`config.mk`:
```
export PLATFORM = sky130hd
export DESIGN_NAME = i2c_cmd_sequencer
export DESIGN_NICKNAME = d
export VERILOG_FILES = /design/src/rtl/i2c_cmd_sequencer.sv
export SDC_FILE = /design/constraint.sdc
export NUM_CORES = 1
export LEC_CHECK = 0
export BUFFER_PORTS_ARGS = -buffer_cell sky130_fd_sc_hd__buf_2
export CAP_MARGIN = 5
export CORE_ASPECT_RATIO = 1.2
export CORE_MARGIN = 5
export CORE_UTILIZATION = 50
export CTS_BUF_LIST = sky130_fd_sc_hd__clkbuf_8
export DETAILED_ROUTE_END_ITERATION = 16
export PLACE_DENSITY = 0.79
export SYNTH_ARGS = -nofsm -noshare
export SYNTH_HDL_FRONTEND = slang
export SYNTH_SLANG_ARGS = --single-unit
```
`constraint.sdc`:
```
create_clock -name clk_i -period 3.35 [get_ports clk_i]
set_clock_uncertainty 0.2 [all_clocks]
set_input_delay 0.67 -clock clk_i [delete_from_list [all_inputs] [get_ports clk_i]]
set_output_delay 0.67 -clock clk_i [all_outputs]
set_load 0.03 [all_outputs]
```
`src/rtl/i2c_cmd_sequencer.sv`:
```
// Queues I2C register transactions and hands them one at a time to a downstream
// controller, spacing them by an idle gap and returning read data on a response port.
module i2c_cmd_sequencer #(
  parameter int DEPTH        = 4,
  parameter int GAP_TICKS    = 27,
  parameter int BUSY_TIMEOUT = 8
) (
  input  logic       clk_i,
  input  logic       rst_i,
  input  logic       cmd_valid_i,
  output logic       cmd_ready_o,
  input  logic [6:0] cmd_addr_i,
  input  logic       cmd_rw_i,
  input  logic [7:0] cmd_reg_i,
  input  logic [7:0] cmd_data_i,
  output logic       rsp_valid_o,
  input  logic       rsp_ready_i,
  output logic [7:0] rsp_data_o,
  output logic [7:0] rsp_reg_o,
  output logic [6:0] ctl_address_o,
  output logic       ctl_rw_o,
  output logic [7:0] ctl_register_o,
  output logic [7:0] ctl_data_o,
  output logic       ctl_execute_o,
  input  logic       ctl_busy_i,
  input  logic [7:0] ctl_data_i,
  output logic       idle_o,
  output logic       err_o
);

  localparam int AW       = $clog2(DEPTH);
  localparam int CW       = AW + 1;
  localparam int GAP_LAST = (GAP_TICKS > 0) ? GAP_TICKS - 1 : 0;
  localparam int GW       = (GAP_LAST > 0) ? $clog2(GAP_LAST + 1) : 1;
  localparam int TMO_LAST = (BUSY_TIMEOUT > 0) ? BUSY_TIMEOUT - 1 : 0;
  localparam int TW       = (TMO_LAST > 0) ? $clog2(TMO_LAST + 1) : 1;

  typedef enum logic [2:0] {
    S_IDLE, S_ISSUE, S_WAIT_BUSY, S_WAIT_DONE, S_RESPOND, S_GAP
  } state_t;

  typedef struct packed {
    logic [6:0] addr;
    logic       rw;
    logic [7:0] rg;
    logic [7:0] data;
  } cmd_t;

  state_t          state_q, state_d;
  cmd_t            mem_q [DEPTH];
  cmd_t            cmd_in;
  cmd_t            ctl_q, ctl_d;
  logic [AW-1:0]   wr_ptr_q, wr_ptr_d, rd_ptr_q, rd_ptr_d;
  logic [CW-1:0]   count_q, count_d;
  logic [7:0]      rsp_data_q, rsp_data_d;
  logic [GW-1:0]   gap_q, gap_d;
  logic [TW-1:0]   tmo_q, tmo_d;
  logic            err_q, err_d;
  logic            push, pop;

  assign cmd_in      = {cmd_addr_i, cmd_rw_i, cmd_reg_i, cmd_data_i};
  assign cmd_ready_o = count_q < CW'(DEPTH);
  assign push        = cmd_valid_i && cmd_ready_o;

  // NOTE: every variable gets a default before the case so no path leaves one
  // unassigned; otherwise synthesis infers a latch to hold the old value.
  always_comb begin
    state_d    = state_q;
    ctl_d      = ctl_q;
    rsp_data_d = rsp_data_q;
    err_d      = err_q;
    gap_d      = '0;
    tmo_d      = '0;
    pop        = 1'b0;
    case (state_q)
      S_IDLE: begin
        if (count_q != '0 && !ctl_busy_i) begin
          pop     = 1'b1;
          ctl_d   = mem_q[rd_ptr_q];
          state_d = S_ISSUE;
        end
      end
      S_ISSUE: state_d = S_WAIT_BUSY;
      S_WAIT_BUSY: begin
        if (ctl_busy_i) begin
          state_d = S_WAIT_DONE;
        end else if (tmo_q == TW'(TMO_LAST)) begin
          // The controller never acknowledged: flag it and abandon this command.
          err_d   = 1'b1;
          state_d = S_GAP;
        end else begin
          tmo_d = tmo_q + TW'(1);
        end
      end
      S_WAIT_DONE: begin
        if (!ctl_busy_i) begin
          if (ctl_q.rw) begin
            rsp_data_d = ctl_data_i;
            state_d    = S_RESPOND;
          end else begin
            state_d = S_GAP;
          end
        end
      end
      S_RESPOND: if (rsp_ready_i) state_d = S_GAP;
      S_GAP: begin
        if (gap_q == GW'(GAP_LAST)) state_d = S_IDLE;
        else                        gap_d   = gap_q + GW'(1);
      end
      default: state_d = S_IDLE;
    endcase

    wr_ptr_d = push ? wr_ptr_q + AW'(1) : wr_ptr_q;
    rd_ptr_d = pop  ? rd_ptr_q + AW'(1) : rd_ptr_q;
    case ({push, pop})
      2'b10:   count_d = count_q + CW'(1);
      2'b01:   count_d = count_q - CW'(1);
      default: count_d = count_q;
    endcase
  end

  // NOTE: state registers use non-blocking assignments so every flop samples
  // the pre-edge values regardless of statement order.
  always_ff @(posedge clk_i) begin
    if (rst_i) begin
      state_q    <= S_IDLE;
      ctl_q      <= '0;
      wr_ptr_q   <= '0;
      rd_ptr_q   <= '0;
      count_q    <= '0;
      rsp_data_q <= '0;
      gap_q      <= '0;
      tmo_q      <= '0;
      err_q      <= 1'b0;
    end else begin
      state_q    <= state_d;
      ctl_q      <= ctl_d;
      wr_ptr_q   <= wr_ptr_d;
      rd_ptr_q   <= rd_ptr_d;
      count_q    <= count_d;
      rsp_data_q <= rsp_data_d;
      gap_q      <= gap_d;
      tmo_q      <= tmo_d;
      err_q      <= err_d;
    end
  end

  // NOTE: storage is not reset; clearing the pointers and count empties the
  // FIFO, and stale entries are never read before being overwritten.
  always_ff @(posedge clk_i) begin
    if (push) mem_q[wr_ptr_q] <= cmd_in;
  end

  assign ctl_address_o  = ctl_q.addr;
  assign ctl_rw_o       = ctl_q.rw;
  assign ctl_register_o = ctl_q.rg;
  assign ctl_data_o     = ctl_q.data;
  assign ctl_execute_o  = (state_q == S_ISSUE);
  assign rsp_valid_o    = (state_q == S_RESPOND);
  assign rsp_data_o     = rsp_data_q;
  assign rsp_reg_o      = ctl_q.rg;
  assign idle_o         = (state_q == S_IDLE) && (count_q == '0);
  assign err_o          = err_q;

endmodule

```
Word-level counts from Yosys, hierarchy flattened
Memory sizes are Yosys's and may differ from the RTL's. A register that Yosys moved wholly into a read port is not among the register bits. Index checks and enable logic that the tools add are counted.

Output and inout port bits: 45. Memory bits (writable): 96. Bits in registers: 27. Memories kept: 1.

Memory list: mem_q (words 4, bits a word 24, rd ports 1, clocked after memory_dff 1, write ports 1, line 50) `cmd_t mem_q [DEPTH];`.

Magnitude comparators: 1. $add $sub $neg: 6. Bitwise operators: 3. Mux-type cells: 13. Reduce and logical (&&, ||, !) cells: 14. Eq/ne operators: 14.

Operators by type and width (number): 3-bit two-way mux (6); 3-bit case mux with 6 select lines (1); 3-bit == test (second input constant) (3); 3-bit by 1-bit adder with 3-bit output (second input constant) (2); 3-bit by 2-bit == test with 1-bit output (second input constant) (2); 3-bit zero test (2); 2-bit != test (second input constant) (3); 3-bit case mux with 2 select lines (1); 3-bit AND reduction (2); 5-bit by 1-bit adder with 5-bit output (second input constant) (1); 5-bit == test (second input constant) (1); 1-bit two-way mux (5); 5-bit AND reduction (1); 2-bit by 1-bit adder with 2-bit output (second input constant) (2); 4-bit OR reduction (1); 3-bit by 1-bit == test with 1-bit output (second input constant) (1); 1-bit logical AND (3); 3-bit less-than comparator (second input constant) (1); 3-bit != test (second input constant) (1); 1-bit inverter (3); 3-bit nonzero test (1); 3-bit OR reduction (1); 3-bit by 1-bit subtractor with 3-bit output (second input constant) (1); 2-bit by 1-bit == test with 1-bit output (second input constant) (1); other kinds (5) (5).

Depth between registers and ports, before layout
Gate-level depths: netlist (run 1).

Depth after elaboration: 6. Mapped depth: 9. Gate-level depth less buffers: 8.

Worst setup path after synthesis (run 1)
Ideal clock, no wire load.

Path kind: register to register. Start point: reg state_q[2]. End point: reg count_q[2]. Setup time: 0.071 ns. Stages on the path, launching flop included: 10. Slack: 0.798 ns. Clock period less this slack: 2.552 ns. Arrival time: 2.281 ns. Path buffers: 1. Cell sequence: dfxtp_1 -> or3_4 -> nor3_4 -> buf_6 -> ha_1 -> inv_1 -> fa_1 -> xor2_1 -> or3_1 -> a21oi_1.

Cells in the longest elaborated chain, start to end: 4. Elaborated cells between the ends (all ways): 6. Those cells by class: eq/ne: 2; mux: 2; reduce/logical: 2.

Ends and longest elaborated chain: from (decl) (line 49) `state_t state_q, state_d;`; from (signal assigned) (line 136) `state_q <= state_d;`; 3-bit zero test (*) (line 75) `case (state_q)`; 1-bit two-way mux (*) (line 75); named net pop (line 59) `logic push, pop;`; 2-bit by 1-bit == test with 1-bit output / 2-bit == test (equally long branches) (line 115) `case ({push, pop})`; 3-bit case mux with 2 select lines / 2-bit nonzero test (equally long branches); to (signal assigned) (line 140) `count_q <= count_d;`; to (decl) (line 54) `logic [CW-1:0] count_q, count_d;`.

Mark *: on every way through the listed nets, which the timed path passes. The rest lies on a longest branch. A chain may end at the register's enable or synchronous reset.

Worst setup path after layout (run 1)
Start point: reg count_q[0]. End point: out idle_o.

Cells in the longest elaborated chain, start to end: 2.

Ends and longest elaborated chain: 3-bit zero test (line 162) `assign idle_o = (state_q == S_IDLE) && (count_q == '0);`; 1-bit logical AND (line 162); to (decl) (line 27) `output logic idle_o,`.

Every way passes these cells.

==> summary.txt, run 1 <==
Outcome
  – Status: completed

Die
  – Die Y: 129 um
  – IO Count: 82
  – Initial Utilization: 0.510
  – Die W: 109 um
  – Die Area: 0.0141 sq mm
  – Core ar.: 0.0116 sq mm
  – Row count: 43

STA
  – WHS: 0.232 ns
  – Max Freq: 380 MHz
  – Slew Limit Fails: 0
  – # setup viols final: 0
  – Period minus WS final: 2.63 ns
  – Total negative slack: 0 ns
  – RSZ-0062 raised after global routing: no
  – Post-route setup slack: 0.721 ns
  – Relative max-transition margin: 0.534
  – Slew @ Worst Pin: 0.694 ns
  – Final Hold Violating Endpoints: 0
  – Final Cycle Share: 0.785

Critical path
  – CP Class: register to primary output
  – Setup slack, reg-to-reg: 0.77 ns
  – Worst path arrival time: 1.76 ns
  – CP endpoint: idle_o
  – Buf/Inv on CP: 2
  – Setup crit start: count_q[0]
  – Critical Path Stages: 4
  – Critical path's top delay family: simple AND/OR/NAND/NOR gates
  – Cell Chain, Critical Path: or3_1 > buf_4 > nor2_1 > buf_2
  – Worst r2r src: state_q[2]
  – CP startpoint kind: register
  – Crit-path slowest cell: or3_1
  – Reg2reg path depth: 8
  – Worst-path fanout max: 27
  – RR Endpoint: count_q[2]
  – Worst endpoint required time: 2.48 ns
  – Kind of end point of the critical path: primary output
  – Largest stage delay, worst path: 0.37 ns

Synthesis
  – Post-Syn Area per Cell: 15.0 sq um
  – Syn_nets: 439
  – Synth Cell Area: 0.00590 sq mm
  – Synth Flop Type: edfxtp_1
  – Unique cell type count in the Yosys netlist: 44
  – Syn Inst Count: 392
  – Post-synth EDFFs: 96
  – Sequential fraction of the synthesis area: 0.662
  – #FFs+latches synth: 147
  – Count of synthesis-stage warnings from yosys: 0
  – Post-synth ARST share: 0

Power
  – Max VDD drop: 356 uV
  – Leakage: 2.46 nW
  – Pwr dens: 747 mW/mm^2

Drt
  – Vias: 3452
  – Initial DRT Pass Iterations: 4
  – Initial DRC count: 275
  – Routed met3 length: 778 um
  – WL met1: 4350 um
  – Met2 routed WL: 5800 um
  – Post-DR vias/cell: 5.40
  – Routed length per instance: 17.5 um
  – Post-Route WL: 11200 um
  – Highest routed layer: met4
  – DRC: 0
  – DRT antenna net count: 0

Clock tree
  – Max clock buf depth: 2
  – PostCTS Resize Cnt: 0
  – CTS tree: yes
  – CTS Sinks: 147
  – H-tree depth: 4
  – Total CTS buffers: 17
  – CTS Hold Bufs: 0
  – Clk_lat worst skew: 0.43 ns
  – Postcts setup bufs: 0
  – Clock root buffer: clkbuf_8
  – Clock transition at the registers of the reported paths: 0.07 ns

Placed design
  – GPL Wtd Cong: 0.792
  – Pre-CTS WS: 0.768 ns
  – Port Buf Inserts: 81
  – Post-detail-place hpwl: 7210 um

GRT
  – Pin count of the biggest net entering global routing: 31
  – Grt total ovfl: 0
  – First-pass GRT wire length: 17700 um
  – Vias in the first global route: 3545
  – Global Route Usage Sum: 0.168
  – Initial antenna violation count: 1

Cells and area
  – Fin nets: 515
  – Area Overhead vs Synth: 14.3%
  – Layout cell share with drive strength beyond 1: 0.274

Worst hold path
  – Hold Path Class: register to register

Run
  – Max-Cap Viols: 0
==> per-layer routing <==
layer	GRT usage	vias up
met5	0	-
met4	0.0795	0
met3	0.0562	21
met2	0.279	118
met1	0.197	1669
li1	-	1644
==> final cells by class <==
cell class                      instances  area [sq um]
Multi-Input combinational cell        198          1710
Sequential cell                       147          3900
Timing Repair Buffer                   92           500
Antenna cell                            1          2.50
Tap cell                              157           196
Inverter                               12          45.0
Fill cell                             892          4830
Clock buffer                           17           234
Clock inverter                         15           149
==> cell usage in the layout, fill, tap and decap left out, types with 7 or more instances in the layout <==
cell      count
clkbuf_8     17
buf_2        81
nor2_1       14
dfxtp_1      51
o21ai_1      16
nand2_1      23
inv_1        14
a21oi_1      14
nand3_1      11
and2_1        7
o21ai_0      15
edfxtp_1     96
mux4_1       19
buf_4        10
nand4_1      25
ha_1          9
==> cells by family after synthesis <==
kind of cell    Yosys count  share of synthesized area
xor+xnor                  6                    0.00891
mux                      25                      0.105
simple gates            101                     0.0993
compound gates           56                     0.0535
flops                   147                      0.662
fa+ha+maj                10                     0.0225
buf+inv                  47                     0.0482
==> Yosys cell counts (2+ instances only) <==
library cell / count / area share
nor2_1: 14 / 0.0089
nand3_1: 11 / 0.0093
nand4b_1: 2 / 0.0030
buf_2: 8 / 0.0068
xor2_1: 4 / 0.0059
nor2b_1: 3 / 0.0032
buf_1: 3 / 0.0019
clkbuf_1: 6 / 0.0038
o21ai_1: 16 / 0.014
buf_4: 10 / 0.013
a21oi_1: 14 / 0.012
dfxtp_1: 51 / 0.17
edfxtp_1: 96 / 0.49
nor3b_1: 2 / 0.0025
ha_1: 9 / 0.019
o21ai_2: 3 / 0.0045
buf_6: 8 / 0.015
nand2_1: 23 / 0.015
and2_1: 7 / 0.0074
o31ai_1: 2 / 0.0025
nand4_1: 25 / 0.027
mux4_1: 19 / 0.085
o21ai_0: 15 / 0.013
inv_1: 12 / 0.0076
nor3_1: 2 / 0.0017
or3_1: 3 / 0.0032
xnor2_1: 2 / 0.0030
nor4bb_1: 2 / 0.0034
mux4_2: 5 / 0.019
==> stage by stage <==
stage	util	area (sq um)	total power, W	cells
finish	0.583	6740	0.00503	639
global route	0.583	6740	0.00528	639
CTS	0.582	6740	0.00507	638
detailed placement	0.549	6350	0.00376	606
global placement	0.549	6350	0.00371	606
floorplan	-	5900	0.00346	392
==> worst min-delay path by stage <==
stage	end	start	slack [ns]	depth (start not counted)
2_1_floorplan	tmo_q[0]	tmo_q[0]	0.20	1
3_3_place_gp	tmo_q[0]	tmo_q[0]	0.21	1
3_5_place_dp	tmo_q[0]	tmo_q[0]	0.22	1
4_1_cts	mem_q[3][9]	cmd_reg_i[1]	0.23	1
5_1_grt	mem_q[3][16]	cmd_rw_i	0.21	1
6_report	tmo_q[0]	tmo_q[0]	0.23	1
==> report_power, final <==
group / total, W / switching (W) / internal (W)
clock network: 0.00132 / 0.000607 / 0.000715
registers: 0.00234 / 0.000142 / 0.00220
logic: 0.00137 / 0.000887 / 0.000487
==> state kept, by name (all words and copies together), names as in the netlist <==
name	count
ctl_register_o	8
tmo_q	3
wr_ptr_q	2
ctl_data_o	8
mem_q	96
gap_q	5
state_q	3
ctl_rw_o	1
rsp_data_o	8
err_o	1
ctl_address_o	7
count_q	3
rd_ptr_q	2
(Power assumes the default switching activity.)
==> inputs of run 2 (changes only) <==
- clock period: 3.35 -> 2.7 ns (I/O delays scaled with it)
==> summary.txt, run 2 (synthesis gave the netlist of run 1 again) <==
Outcome
  – Status: completed

Run
  – Max-Cap Viols: 0 (unchanged)

Placed design
  – GPL Wtd Cong: 0.779 (-1.6%)
  – Post-detail-place hpwl: 7450 um (+3.4%)
  – Pre-CTS WS: 0.277 ns (-0.491 ns)
  – Port Buf Inserts: 81 (unchanged)

Worst hold path
  – Hold Path Class: input port to register

Critical path
  – CP startpoint kind: register
  – Worst-path fanout max: 4 (-85%)
  – Buf/Inv on CP: 1 (-1)
  – Worst endpoint required time: 2.86 ns (+0.38 ns)
  – Setup slack, reg-to-reg: 0.29 ns (-0.48 ns)
  – Worst path arrival time: 2.57 ns (+0.81 ns)
  – Kind of end point of the critical path: register
  – Critical path's top delay family: simple AND/OR/NAND/NOR gates
  – Cell Chain, Critical Path: or3_4 > nor3_4 > ha_1 > inv_1 > fa_1 > xor2_1 > or3_1 > a21oi_1
  – Crit-path slowest cell: or3_4
  – CP Class: register to register
  – Largest stage delay, worst path: 0.42 ns (+0.05 ns)

Clock tree
  – Clock root buffer: clkbuf_8
  – Clk_lat worst skew: 0.42 ns (about the same)
  – Total CTS buffers: 17 (unchanged)
  – CTS tree: yes
  – Postcts setup bufs: 0 (unchanged)
  – Max clock buf depth: 2 (unchanged)
  – CTS Sinks: 147 (unchanged)
  – PostCTS Resize Cnt: 0 (unchanged)
  – CTS Hold Bufs: 0 (unchanged)
  – Clock transition at the registers of the reported paths: 0.08 ns (about the same)
  – H-tree depth: 4 (unchanged)

STA
  – # setup viols final: 0 (unchanged)
  – Post-route setup slack: 0.290 ns (-0.432 ns)
  – Period minus WS final: 2.41 ns
  – Final Cycle Share: 0.893
  – Final Hold Violating Endpoints: 0 (unchanged)
  – Max Freq: 415 MHz
  – Total negative slack: 0 ns (unchanged)
  – Relative max-transition margin: 0.671 (+0.137)
  – RSZ-0062 raised after global routing: no
  – Slew Limit Fails: 0 (unchanged)
  – Slew @ Worst Pin: 0.493 ns (-0.201 ns)

Power
  – Internal power: 0.00451 W (+33%)
  – Leakage: 2.52 nW (+2.6%)
  – Max VDD drop: 490 uV (+38%)
  – Switching share of total power: 0.314 (-0.0111)
  – Combinational share of power: 0.270 (-0.003)
  – Reg power frac: 0.436 (-0.028)
  – NetSw: 0.00206 W (+26%)
  – Clock power share: 0.294 (+0.031)
  – Pwr dens: 961 mW/mm^2 (+29%)

Cells and area
  – Largest Register: mem_q
  – Area Overhead vs Synth: 16.0%
  – Ant diodes: 0 (-1)
  – # fillers: 885 (-0.78%)
  – Fin nets: 520 (+0.97%)
  – Commonest cells after routing, fill and taps aside: 96 x edfxtp_1, 81 x buf_2, 51 x dfxtp_1
  – Max reg flops: 96 (unchanged)
  – Commonest non-fill, non-tap cell in the layout: edfxtp_1
  – Layout cell share with drive strength beyond 1: 0.286 (+0.0116)

GRT
  – Vias in the first global route: 3598 (+1.5%)
  – First-pass GRT wire length: 18700 um (+5.4%)
  – Grt total ovfl: 0 (unchanged)
  – Pin count of the biggest net entering global routing: 32 (+3.2%)
  – Initial antenna violation count: 1 (unchanged)
  – Global Route Usage Sum: 0.176 (+0.00797)

Die
  – Die Y: 129 um (unchanged)
  – Initial Utilization: 0.510 (unchanged)
  – Row count: 43 (unchanged)
  – Die W: 109 um (unchanged)
  – Die Area: 0.0141 sq mm (unchanged)
  – Core ar.: 0.0116 sq mm (unchanged)
  – IO Count: 82 (unchanged)

Drt
  – Post-Route WL: 11600 um (+3.4%)
  – DRC: 0 (unchanged)
  – Initial DRT Pass Iterations: 5 (+1)
  – DRT antenna net count: 0 (unchanged)
  – Initial DRC count: 198 (-28%)
  – Vias: 3480 (+0.81%)
  – Post-DR vias/cell: 5.41 (+0.18%)
  – Routed length per instance: 18.0 um (+2.8%)
==> run 2: cell count changes in the layout (fill, tap and decap cells not counted) <==
cell,previous run,this run
clkinv_1,3,0
buf_4,10,16
clkinvlp_4,2,1
buf_12,1,0
diode_2,1,0
inv_1,14,15
bufinv_16,3,5
clkinv_2,5,2
clkbuf_8,17,20
clkinv_4,0,1
==> run 2: layer usage <==
metal / track usage / part of all wire / up-vias
met5: 0 / 0.00060 / -
met4: 0.0557 / 0.0094 / 2
met3: 0.0477 / 0.054 / 9
met2: 0.310 / 0.53 / 93
met1: 0.210 / 0.41 / 1723
li1: - / - / 1653
==> run 2: layout make-up <==
type                       instances  area (sq um)  share of cell area
clock buffer                      20           275              0.0402
clock inverter                    12           188              0.0274
inverter                          12          45.0             0.00658
multi-input combinational        198          1710               0.250
sequential                       147          3900               0.571
tap                              157           196              0.0287
timing repair buffer              97           526              0.0768
==> run 2: per-stage QoR <==
| stage | util | total power (W) | hold slack, ns | cell area (sq um) | std cells |
|---|---|---|---|---|---|
| 3_3_place_gp | 0.551 | 0.00461 | 0.210 | 6380 | 611 |
| 6_report | 0.591 | 0.00657 | 0.124 | 6840 | 643 |
| 3_5_place_dp | 0.551 | 0.00470 | 0.237 | 6380 | 611 |
| 4_1_cts | 0.591 | 0.00663 | 0.0914 | 6840 | 643 |
| 2_1_floorplan | - | 0.00429 | 0.198 | 5900 | 392 |
| 5_1_grt | 0.591 | 0.00689 | 0.0867 | 6840 | 643 |
==> run 2: worst paths after layout <==
check | from | to | cells past startpoint
max | state_q[2] | count_q[2] | 8
min | cmd_reg_i[1] | mem_q[0][9] | 1
max reg2reg | state_q[2] | count_q[2] | 8
min reg2reg | tmo_q[0] | tmo_q[0] | 1
==> run 2: power groups by stage <==
stage          Clock [W]  Sequential, W  Combinational (W)
2_1_floorplan          0        0.00309            0.00120
3_3_place_gp           0        0.00289            0.00172
3_5_place_dp           0        0.00292            0.00178
4_1_cts          0.00197        0.00287            0.00179
5_1_grt          0.00207        0.00291            0.00191
6_report         0.00193        0.00287            0.00177
